## src/rtl/board_pkg.sv

```systemverilog
// Shared types and board geometry for the board packet unpacker.
// Holds the cell code enum, FSM states and a cell decode helper.
package board_pkg;

    localparam int BOARD_DIM   = 9;
    localparam int BOARD_CELLS = 81;
    localparam int PKT_BITS    = 162;

    typedef enum logic [1:0] {
        EMPTY   = 2'b00,
        BLACK   = 2'b01,
        WHITE   = 2'b10,
        INVALID = 2'b11
    } cell_t;

    typedef enum logic [1:0] {
        IDLE   = 2'd0,
        STREAM = 2'd1,
        DONE   = 2'd2
    } unpack_state_t;

    // {illegal, code}: illegal codes are replaced by EMPTY
    function automatic logic [2:0] unpack_cell(input logic [1:0] c);
        logic bad;
        bad = (c == INVALID);
        return {bad, bad ? EMPTY : c};
    endfunction

endpackage

```

## src/rtl/board_pkt_unpacker_if.sv

```systemverilog
// Cell stream handshake from the unpacker into board storage.
// master = cell source, slave = board storage.
interface board_pkt_unpacker_if;

    logic [6:0] cell_addr_out;
    logic [1:0] cell_data_out;
    logic       cell_valid_out;
    logic       cell_ready_in;

    modport master (
        output cell_addr_out,
        output cell_data_out,
        output cell_valid_out,
        input  cell_ready_in
    );

    modport slave (
        input  cell_addr_out,
        input  cell_data_out,
        input  cell_valid_out,
        output cell_ready_in
    );

endinterface

```

## src/rtl/board_pkt_unpacker_rise_detect.sv

```systemverilog
// One-flop rising-edge detector with configurable reset value.
// A reset value of 1 hides a level that is already high at release.
module rise_detect #(
    parameter logic RST_VAL = 1'b1
) (
    input  logic clk_in,
    input  logic rst_n_in,
    input  logic sig,
    output logic rise
);

    logic last;

    always_ff @(posedge clk_in) begin
        if (!rst_n_in) last <= RST_VAL;
        else           last <= sig;
    end

    assign rise = sig & ~last;

endmodule

```

## src/rtl/board_pkt_unpacker.sv

```systemverilog
// Snapshots a 162-bit board packet and streams its 81 cells.
// Define STONE_COUNT_EN to enable the black/white stone counters.
module board_pkt_unpacker #(
    parameter int PKT_LNGTH = 162,
    parameter int BOARD_DIM = 9
) (
    input  logic                 clk_in,
    input  logic                 rst_n_in,
    input  logic [PKT_LNGTH-1:0] pkt_in,
    input  logic                 pkt_ready_in,
    board_pkt_unpacker_if.master cell_if,
    output logic                 busy_out,
    output logic                 frame_done_out,
    output logic                 err_out,
    output logic                 dropped_out,
    output logic [6:0]           black_count_out,
    output logic [6:0]           white_count_out
);

    import board_pkg::*;

    localparam int LAST = BOARD_DIM * BOARD_DIM - 1;

    unpack_state_t        state;
    unpack_state_t        state_nxt;
    logic                 rise;
    logic                 accept;
    logic                 last_cell;
    logic                 capture;
    logic [6:0]           idx;
    logic [PKT_LNGTH-1:0] snap;
    logic [1:0]           data_q;
    logic                 bad_q;
    logic                 err_q;
    logic                 drop_q;
    logic [1:0]           nxt_code;

    rise_detect #(.RST_VAL(1'b1)) u_rise (
        .clk_in   (clk_in),
        .rst_n_in (rst_n_in),
        .sig      (pkt_ready_in),
        .rise     (rise)
    );

    assign accept    = (state == STREAM) && cell_if.cell_ready_in;
    assign last_cell = (idx == 7'(LAST));
    assign capture   = (state == IDLE) && rise;
    assign nxt_code  = snap[{idx + 7'd1, 1'b0} +: 2];

    always_ff @(posedge clk_in) begin
        if (!rst_n_in) state <= IDLE;
        else           state <= state_nxt;
    end

    always_comb begin
        state_nxt = state;
        case (state)
            IDLE:    if (rise) state_nxt = STREAM;
            STREAM:  if (accept && last_cell) state_nxt = DONE;
            DONE:    state_nxt = IDLE;
            default: state_nxt = IDLE;
        endcase
    end

    // Cell data is pre-fetched so address and data change together
    always_ff @(posedge clk_in) begin
        if (!rst_n_in) begin
            idx    <= '0;
            snap   <= '0;
            data_q <= '0;
            bad_q  <= 1'b0;
            err_q  <= 1'b0;
            drop_q <= 1'b0;
        end else begin
            drop_q <= rise && (state != IDLE);
            if (capture) begin
                idx             <= '0;
                snap            <= pkt_in;
                {bad_q, data_q} <= unpack_cell(pkt_in[1:0]);
                err_q           <= 1'b0;
            end else if (accept) begin
                if (bad_q) err_q <= 1'b1;
                if (!last_cell) begin
                    idx             <= idx + 7'd1;
                    {bad_q, data_q} <= unpack_cell(nxt_code);
                end
            end
        end
    end

`ifdef STONE_COUNT_EN
    logic [6:0] black_q;
    logic [6:0] white_q;

    always_ff @(posedge clk_in) begin
        if (!rst_n_in || capture) begin
            black_q <= '0;
            white_q <= '0;
        end else if (accept) begin
            if (data_q == BLACK) black_q <= black_q + 7'd1;
            if (data_q == WHITE) white_q <= white_q + 7'd1;
        end
    end

    assign black_count_out = black_q;
    assign white_count_out = white_q;
`else
    assign black_count_out = '0;
    assign white_count_out = '0;
`endif

    assign cell_if.cell_addr_out  = idx;
    assign cell_if.cell_data_out  = data_q;
    assign cell_if.cell_valid_out = (state == STREAM);
    assign busy_out               = (state != IDLE);
    assign frame_done_out         = (state == DONE);
    assign err_out                = err_q;
    assign dropped_out            = drop_q;

endmodule

```

## src/flat_wrapper.sv

```systemverilog
// flat-port wrapper written by rule: the top's interface ports become plain ports
module board_pkt_unpacker_flat import board_pkg::*;
#(
    parameter int PKT_LNGTH = 162,
    parameter int BOARD_DIM = 9
)
  (clk_in, rst_n_in, pkt_in, pkt_ready_in, busy_out, frame_done_out, err_out, dropped_out, black_count_out, white_count_out, cell_if_cell_addr_out, cell_if_cell_data_out, cell_if_cell_valid_out, cell_if_cell_ready_in);
  board_pkt_unpacker_if cell_if_i ();
  input  logic clk_in;
  input  logic rst_n_in;
  input  logic [PKT_LNGTH-1:0] pkt_in;
  input  logic pkt_ready_in;
  output logic busy_out;
  output logic frame_done_out;
  output logic err_out;
  output logic dropped_out;
  output logic [6:0] black_count_out;
  output logic [6:0] white_count_out;
  output wire logic [$bits(cell_if_i.cell_addr_out)-1:0] cell_if_cell_addr_out;
  output wire logic [$bits(cell_if_i.cell_data_out)-1:0] cell_if_cell_data_out;
  output wire logic [$bits(cell_if_i.cell_valid_out)-1:0] cell_if_cell_valid_out;
  input wire logic [$bits(cell_if_i.cell_ready_in)-1:0] cell_if_cell_ready_in;
  assign cell_if_cell_addr_out = cell_if_i.cell_addr_out;
  assign cell_if_cell_data_out = cell_if_i.cell_data_out;
  assign cell_if_cell_valid_out = cell_if_i.cell_valid_out;
  assign cell_if_i.cell_ready_in = cell_if_cell_ready_in;
  board_pkt_unpacker #(.PKT_LNGTH(PKT_LNGTH), .BOARD_DIM(BOARD_DIM)) u_core (.clk_in(clk_in), .rst_n_in(rst_n_in), .pkt_in(pkt_in), .pkt_ready_in(pkt_ready_in), .cell_if(cell_if_i), .busy_out(busy_out), .frame_done_out(frame_done_out), .err_out(err_out), .dropped_out(dropped_out), .black_count_out(black_count_out), .white_count_out(white_count_out));
endmodule
```

## config.mk

```make
export PLATFORM = sky130hd
export DESIGN_NAME = board_pkt_unpacker_flat
export DESIGN_NICKNAME = d
export VERILOG_FILES = /design/src/rtl/board_pkg.sv /design/src/rtl/board_pkt_unpacker_if.sv /design/src/rtl/board_pkt_unpacker_rise_detect.sv /design/src/rtl/board_pkt_unpacker.sv /design/src/flat_wrapper.sv
export SDC_FILE = /design/constraint.sdc
export NUM_CORES = 1
export LEC_CHECK = 0
export ABC_CLOCK_PERIOD_IN_PS = 4100
export BUFFER_PORTS_ARGS = -buffer_cell sky130_fd_sc_hd__buf_4
export CAP_MARGIN = 5
export CORE_MARGIN = 2
export CORE_UTILIZATION = 35
export CTS_CLUSTER_SIZE = 8
export DETAILED_ROUTE_END_ITERATION = 10
export GPL_ROUTABILITY_DRIVEN = 0
export GPL_TIMING_DRIVEN = 0
export PLACE_DENSITY = 0.62
export SLEW_MARGIN = 10
export SYNTH_ARGS = -nofsm -noshare
export SYNTH_HDL_FRONTEND = slang
export SYNTH_HIERARCHICAL = 1
export SYNTH_SLANG_ARGS = --single-unit
```

## constraint.sdc

```tcl
create_clock -name clk_in -period 4.1 [get_ports clk_in]
set_clock_uncertainty 0.1 [all_clocks]
set_input_delay 0.205 -clock clk_in [delete_from_list [all_inputs] [get_ports clk_in]]
set_output_delay 0.205 -clock clk_in [all_outputs]
set_load 0.03 [all_outputs]
```

# [Word level (Yosys, flattened, before mapping)]
# Index checks and enable logic that the tools add are counted.
[totals] regBits=177 in_bits=166 elab_cells=45 latchBits=0 mem_count=0 romBits=0 output_inout_bits=28 ram_bits=0
[op_classes] n_reduce_logical=12 n_mux=11 shift=1 n_mul=0 eq_ne=8 order_cmp=0 div=0 addsub=1 bitwise=4
[op_table] op="$shiftx A162 B9 Y2" count=1
[op_table] op="$mux W2" count=7
[op_table] op="$reduce_and A2 Y1" count=4
[op_table] op="$add A7 B1 Y7 const B" count=1
[op_table] op="$eq A7 B7 Y1 const B" count=1
[op_table] op="$eq A2 B2 Y1 const B" count=3
[op_table] op="$logic_and A1 B1 Y1" count=4
[op_table] op="$ne A2 B1 Y1 const B" count=2
[op_table] op="$pmux W2 S2" count=1
[op_table] op="$reduce_bool A2 Y1" count=2
[op_table] op="$mux W1" count=3
[op_table] op="$not A1 Y1" count=3
[op_table] op="$eq A2 B1 Y1 const B" count=1
[op_table] op="$logic_not A2 Y1" count=1
[op_table] op="$ne A2 B2 Y1 const B" count=1
[op_table] op="$reduce_or A2 Y1" count=1
[op_table] op="$and A1 B1 Y1" count=1

# [Longest topological paths before layout]
[logic_depth] ltp_word=7 mapped_depth=13 ltp_nobuf=9

# [By module]
# Netlist, hierarchy kept.
[by_module_without_submodules] module="board_pkt_unpacker" seq_area_each_um2=3523.4 cells_per_inst=916 n_inst=1 area_per_inst_um2=7764.9
[by_module_without_submodules] module="rise_detect" seq_area_each_um2=20.0 cells_per_inst=3 n_inst=1 area_per_inst_um2=40.0

# [Least setup slack after synthesis]
# No wires, ideal clock.
[synth_timing] kind="reg-to-reg" from="reg u_core.idx[0], in the netlist u_core/cell_if.cell_addr_out[0]" to="reg u_core.data_q[1], in the netlist u_core/cell_if.cell_data_out[1]" path_stages_with_launch=13 arrival_ns=3.375 path_buffers=4 setup_slack_ns=0.534 t_required_ns=3.909 setup_time_ns=0.091 period_less_slack_ns=3.566 cell_sequence="dfxtp_1 > clkbuf_1 > inv_1 > ha_1 > buf_2 > buf_2 > buf_4 > mux4_2 > mux2_2 > a211o_1 > o2bb2ai_2 > nand4bb_1 > a311oi_1"
[synth_between] elab_chain_cells=7 elab_cells_between_ends=10 cone_classes="1 x add/sub; 3 x eq/ne; 1 x shift; 4 x mux; 1 x reduce/logical"
[synth_lines] element="start, declared" line="board_pkt_unpacker.sv:30" text="logic [6:0] idx;"
[synth_lines] element="start signal, assigned" line="board_pkt_unpacker.sv:84" text="idx <= idx + 7'd1;"
[synth_lines] element="$add A7 B1 Y7" line="board_pkt_unpacker.sv:48" text="assign nxt_code = snap[{idx + 7'd1, 1'b0} +: 2];"
[synth_lines] element="$shiftx A162 B9 Y2" line="board_pkt_unpacker.sv:48"
[synth_lines] element="$eq A2 B2 Y1" line="board_pkg.sv:25" text="bad = (c == INVALID);"
[synth_lines] element="$mux W2" line="board_pkg.sv:26" text="return {bad, bad ? EMPTY : c};"
[synth_lines] element="$mux W2" line="board_pkt_unpacker.sv:83" text="if (!last_cell) begin"
[synth_lines] element="$mux W2" line="board_pkt_unpacker.sv:81" text="end else if (accept) begin"
[synth_lines] element="$mux W2" line="board_pkt_unpacker.sv:76" text="if (capture) begin"
[synth_lines] element="end signal, assigned" line="board_pkt_unpacker.sv:79" text="{bad_q, data_q} <= unpack_cell(pkt_in[1:0]);"
[synth_lines] element="end signal, assigned" line="board_pkt_unpacker.sv:85" text="{bad_q, data_q} <= unpack_cell(nxt_code);"
[synth_lines] element="end, declared" line="board_pkt_unpacker.sv:32" text="logic [1:0] data_q;"
# Several ways; a longest one is shown, not always the timed one. The select of a mux whose other input is x is not followed.
# A chain may end at the register's enable or synchronous reset.

# [Worst setup path after layout]
# Ends and elaborated chain as after synthesis.

==> impl_metrics.py <==
metrics = {
    "timing": {
        "post-route-period-util_pct": 93.7,
        "final-max-slew-violation-count": 0,
        "post-route-min-period_ns": 3.84,
        "finalSetupViolCount": 0,
        "slew-limit-headroom_pct": 34.1,
        "finalSetupTns_ns": 0,
        "timing_hold_violations_final": 0,
        "max_slew.worst_pin.slew_ns": 0.988,
        "hold-worst-slack_ns": 0.353,
        "grt_setup_unrepaired": "false",
        "fmaxAchievable_ghz": 0.260,
    },
    "floorplanning": {
        "placementRows": 54,
        "die_outline_height_um": 153,
        "chipWidth_um": 153,
        "die_area_um2": 23500,
        "core_area_um2": 21800,
        "top_level_i_o_count": 194,
        "initial_core_util_pct": 35.8,
    },
    "clock_tree": {
        "cts_bufs_inserted": 17,
        "cts.sink_count": 177,
        "clock_tree_from_tritoncts": "done",
        "cts.repair_timing.setup_buffer_count": 0,
        "clk_root_buf": "sky130_fd_sc_hd__clkbuf_16",
        "worst_skew_pair.late_latency_ns": 0.43,
        "cts.path.max_buffers": 2,
        "cts-htree-levels": 4,
        "clk_pin_slew_ns": 0.07,
    },
    "grt": {
        "number_of_global_route_vias_before_repair": 7681,
        "grt_pass1_wl_mm": 39.6,
        "grt_start_max_net_pins": 17,
        "grt.overflow.total": 0,
        "groute.usage.overall_pct": 21.3,
        "number_of_antenna_violations_at_the_first_check_in_global_routing": 0,
    },
    "synthesis": {
        "ys.flop_type": "sky130_fd_sc_hd__dfxtp_1",
        "asyncSetResetFlopFracSynth_pct": 0,
        "synth_top_area_share_pct": 45.4,
        "netlist_top_cells_area": "sky130_fd_sc_hd__dfxtp_1, sky130_fd_sc_hd__nand2_1, sky130_fd_sc_hd__mux4_2, sky130_fd_sc_hd__a21oi_1, sky130_fd_sc_hd__clkbuf_1",
        "synthesis.area_um2": 7800,
        "syn-instance-count": 919,
        "post_synth.cell_area_avg_um2": 8.49,
        "synth_cell_types": 45,
        "postSynthRegisterBits": 177,
        "share_of_synthesized_area_occupied_by_flip_flops_and_latches_pct": 45.4,
        "synth-edff-count": 0,
        "ys.warnings.count": 6,
        "synth.largest_area_cell": "sky130_fd_sc_hd__dfxtp_1",
    },
    "worst_setup_path": {
        "worstSetupStartpointType": "register",
        "worstReg2RegEnd": "u_core/cell_if.cell_data_out[1]",
        "crit_path_max_fanout": 10,
        "criticalPathCategory": "reg -> reg",
        "reg_to_reg_startpoint": "u_core/cell_if.cell_addr_out[0]",
        "cp-startpoint": "u_core/cell_if.cell_addr_out[0]",
        "setup.reg_to_reg.worst_slack_ns": 0.26,
        "endpoint": "u_core/cell_if.cell_data_out[1]",
        "crit_required_ns": 4.33,
        "critPathArrivalTime_ns": 4.07,
        "reg2regPathDepth": 13,
        "cp-end-kind": "register",
    },
    "status": {
        "status": "complete, no violations",
    },
    "detailed_routing": {
        "drt_drc_violations_left": 0,
        "totalWireLength_mm": 25.2,
        "detailedRoute.firstIterationViolations": 426,
        "wl_per_cell_um": 15.9,
        "met2_wl_post_dr_mm": 11.9,
        "top_layer": "met4",
        "wl_met1_mm": 11.4,
        "detailed_routing_iterations_pass_1": 5,
        "via_per_inst": 4.87,
        "met3_length_mm": 1.13,
        "antenna_nets_post_route": 0,
        "via_count": 7736,
    },
    "layout": {
        "layout-area-overhead-vs-synth_pct": 51.3,
        "fillerInstances": 1987,
        "postLayoutCoreUtil_pct": 54.1,
        "stdcell_count": 1588,
        "nets": 1463,
        "sequential_cell_area_um2": 3540,
        "post_route_cells_drive_above_1_share_pct": 21.9,
        "multi_input_comb_area_um2": 3880,
        "antenna_cells_inserted": 0,
    },
    "pwr": {
        "total_power_uw": 3960,
        "vdd.ir_drop.worst_mv": 0.276,
        "p_leak_uw": 0.00451,
        "power-per-cell-area_nw_per_um2": 335,
    },
    "worst_hold_path": {
        "hold_path_class": "reg -> reg",
        "hold_start": "u_core/snap[148]",
    },
    "placed_design": {
        "post-place-cells": 1391,
        "place.port_buffers": 179,
        "hpwlAfterDp_mm": 17.0,
    },
    "flow_run": {
        "maxCapViolations": 0,
    },
}
==> placed cells by master, fill, tap and decap left out, types with 4 or more instances in the layout <==
cell                            instances
sky130_fd_sc_hd__dfxtp_1              177
sky130_fd_sc_hd__nor2_1                11
sky130_fd_sc_hd__nand2_1              338
sky130_fd_sc_hd__a21oi_1              172
sky130_fd_sc_hd__mux4_2                43
sky130_fd_sc_hd__nor3_1                 6
sky130_fd_sc_hd__dlygate4sd3_1        165
sky130_fd_sc_hd__inv_1                  5
sky130_fd_sc_hd__buf_4                194
sky130_fd_sc_hd__buf_1                  6
sky130_fd_sc_hd__clkbuf_16             17
sky130_fd_sc_hd__nand4_1                4
sky130_fd_sc_hd__nand3_1               10
sky130_fd_sc_hd__mux2i_1               14
sky130_fd_sc_hd__xor2_1                 6
sky130_fd_sc_hd__buf_2                  6
sky130_fd_sc_hd__conb_1                14
sky130_fd_sc_hd__clkbuf_1              56
sky130_fd_sc_hd__inv_6                  4
sky130_fd_sc_hd__buf_6                  4
==> timing repair <==
action / 4_1_cts / 5_1_grt
setup endpoints to repair: 3 / 3
resized for setup: 3 / 5
cloned: 0 / 0
hold endpoints to repair: 167 / 0
hold buffers: 165 / 0
==> final cells by class <==
type / count / area share, %
flip-flops and latches: 177 / 30.0
inverters: 5 / 0.159
multi-input cells: 662 / 32.9
repair buffers: 344 / 25.4
clock buffers: 18 / 3.72
plain buffers: 88 / 3.62
clock inverters: 14 / 1.30
well taps: 280 / 2.97
==> registers in the layout (all words and copies together) (netlist names) <==
name	flops
u_core/bad_q	1
u_core/cell_if.cell_addr_out	7
u_core/cell_if.cell_data_out	2
u_core/dropped_out	1
u_core/err_out	1
u_core/snap	162
u_core/state	2
u_core/u_rise/last	1
==> Yosys cell counts (2+ instances only) <==
library cell / n
sky130_fd_sc_hd__xnor2_1: 2
sky130_fd_sc_hd__and3_1: 3
sky130_fd_sc_hd__and2_1: 3
sky130_fd_sc_hd__buf_1: 6
sky130_fd_sc_hd__clkbuf_1: 57
sky130_fd_sc_hd__nor2b_1: 3
sky130_fd_sc_hd__or2_2: 2
sky130_fd_sc_hd__nand4bb_1: 2
sky130_fd_sc_hd__buf_4: 16
sky130_fd_sc_hd__o31ai_1: 2
sky130_fd_sc_hd__nor4_1: 2
sky130_fd_sc_hd__nand4_1: 4
sky130_fd_sc_hd__buf_2: 8
sky130_fd_sc_hd__nor3_1: 6
sky130_fd_sc_hd__o221ai_1: 2
sky130_fd_sc_hd__mux4_2: 43
sky130_fd_sc_hd__and4_1: 2
sky130_fd_sc_hd__inv_1: 5
sky130_fd_sc_hd__mux2i_1: 14
sky130_fd_sc_hd__dfxtp_1: 177
sky130_fd_sc_hd__nand2_1: 338
sky130_fd_sc_hd__xor2_1: 6
sky130_fd_sc_hd__nand3_1: 10
sky130_fd_sc_hd__nor2_1: 11
sky130_fd_sc_hd__nand2b_1: 2
sky130_fd_sc_hd__a21oi_1: 172
sky130_fd_sc_hd__ha_1: 2
sky130_fd_sc_hd__o32ai_1: 2
==> per-layer routing <==
metal | up-vias | global-route usage (%)
met3 | 60 | 3.43
met2 | 226 | 35.1
met4 | 0 | 8.56
met5 | - | 0
li1 | 3834 | -
met1 | 3616 | 28.0
==> critical path: stages, from the launching register on <==
cell and delay, ns:
sky130_fd_sc_hd__dfxtp_1 0.42, sky130_fd_sc_hd__buf_4 0.27, sky130_fd_sc_hd__inv_1 0.15, sky130_fd_sc_hd__ha_1 0.31, sky130_fd_sc_hd__buf_2 0.27, sky130_fd_sc_hd__buf_6 0.25
sky130_fd_sc_hd__buf_6 0.24, sky130_fd_sc_hd__mux4_2 0.53, sky130_fd_sc_hd__mux2i_1 0.27, sky130_fd_sc_hd__nand3_1 0.11, sky130_fd_sc_hd__nand4_1 0.20, sky130_fd_sc_hd__o2bb2ai_2 0.09
sky130_fd_sc_hd__nand4bb_1 0.21, sky130_fd_sc_hd__a311oi_1 0.29
==> power by group <==
part / switching (uW) / total (uW) / internal [uW]
registers: 28.0 / 1800 / 1770
logic: 228 / 525 / 297
clock network: 712 / 1630 / 922
total: 968 / 3960 / 2990
==> cell families after synthesis <==
family	count (synthesis)	synth area share [%]
xor+xnor	10	1.31
other cells	1	0.0480
buf+inv	93	5.47
flops	177	45.4
fa+ha+maj	2	0.321
simple gates	391	20.2
mux	59	14.7
compound gates	186	12.5
==> worst min-delay path by stage <==
stage                                    end  slack (ns)  depth (start not counted)
final                       u_core/snap[148]        0.35                          2
after CTS                    u_core/state[1]        0.35                          4
after detailed placement  u_core/u_rise/last        0.32                          2
after floorplan           u_core/u_rise/last        0.18                          1
after global routing         u_core/snap[43]        0.37                          2
after global placement    u_core/u_rise/last        0.31                          2
==> stage by stage <==
stage,cell area [um2],worst slack (ns)
3_3_place_gp,9550,-0.625
4_1_cts,11800,0.000254
5_1_grt,11800,0.0158
3_5_place_dp,9550,-0.677
6_report,11800,0.259
2_1_floorplan,7850,0.534
No activity file was read; power rests on OpenSTA's default activity.
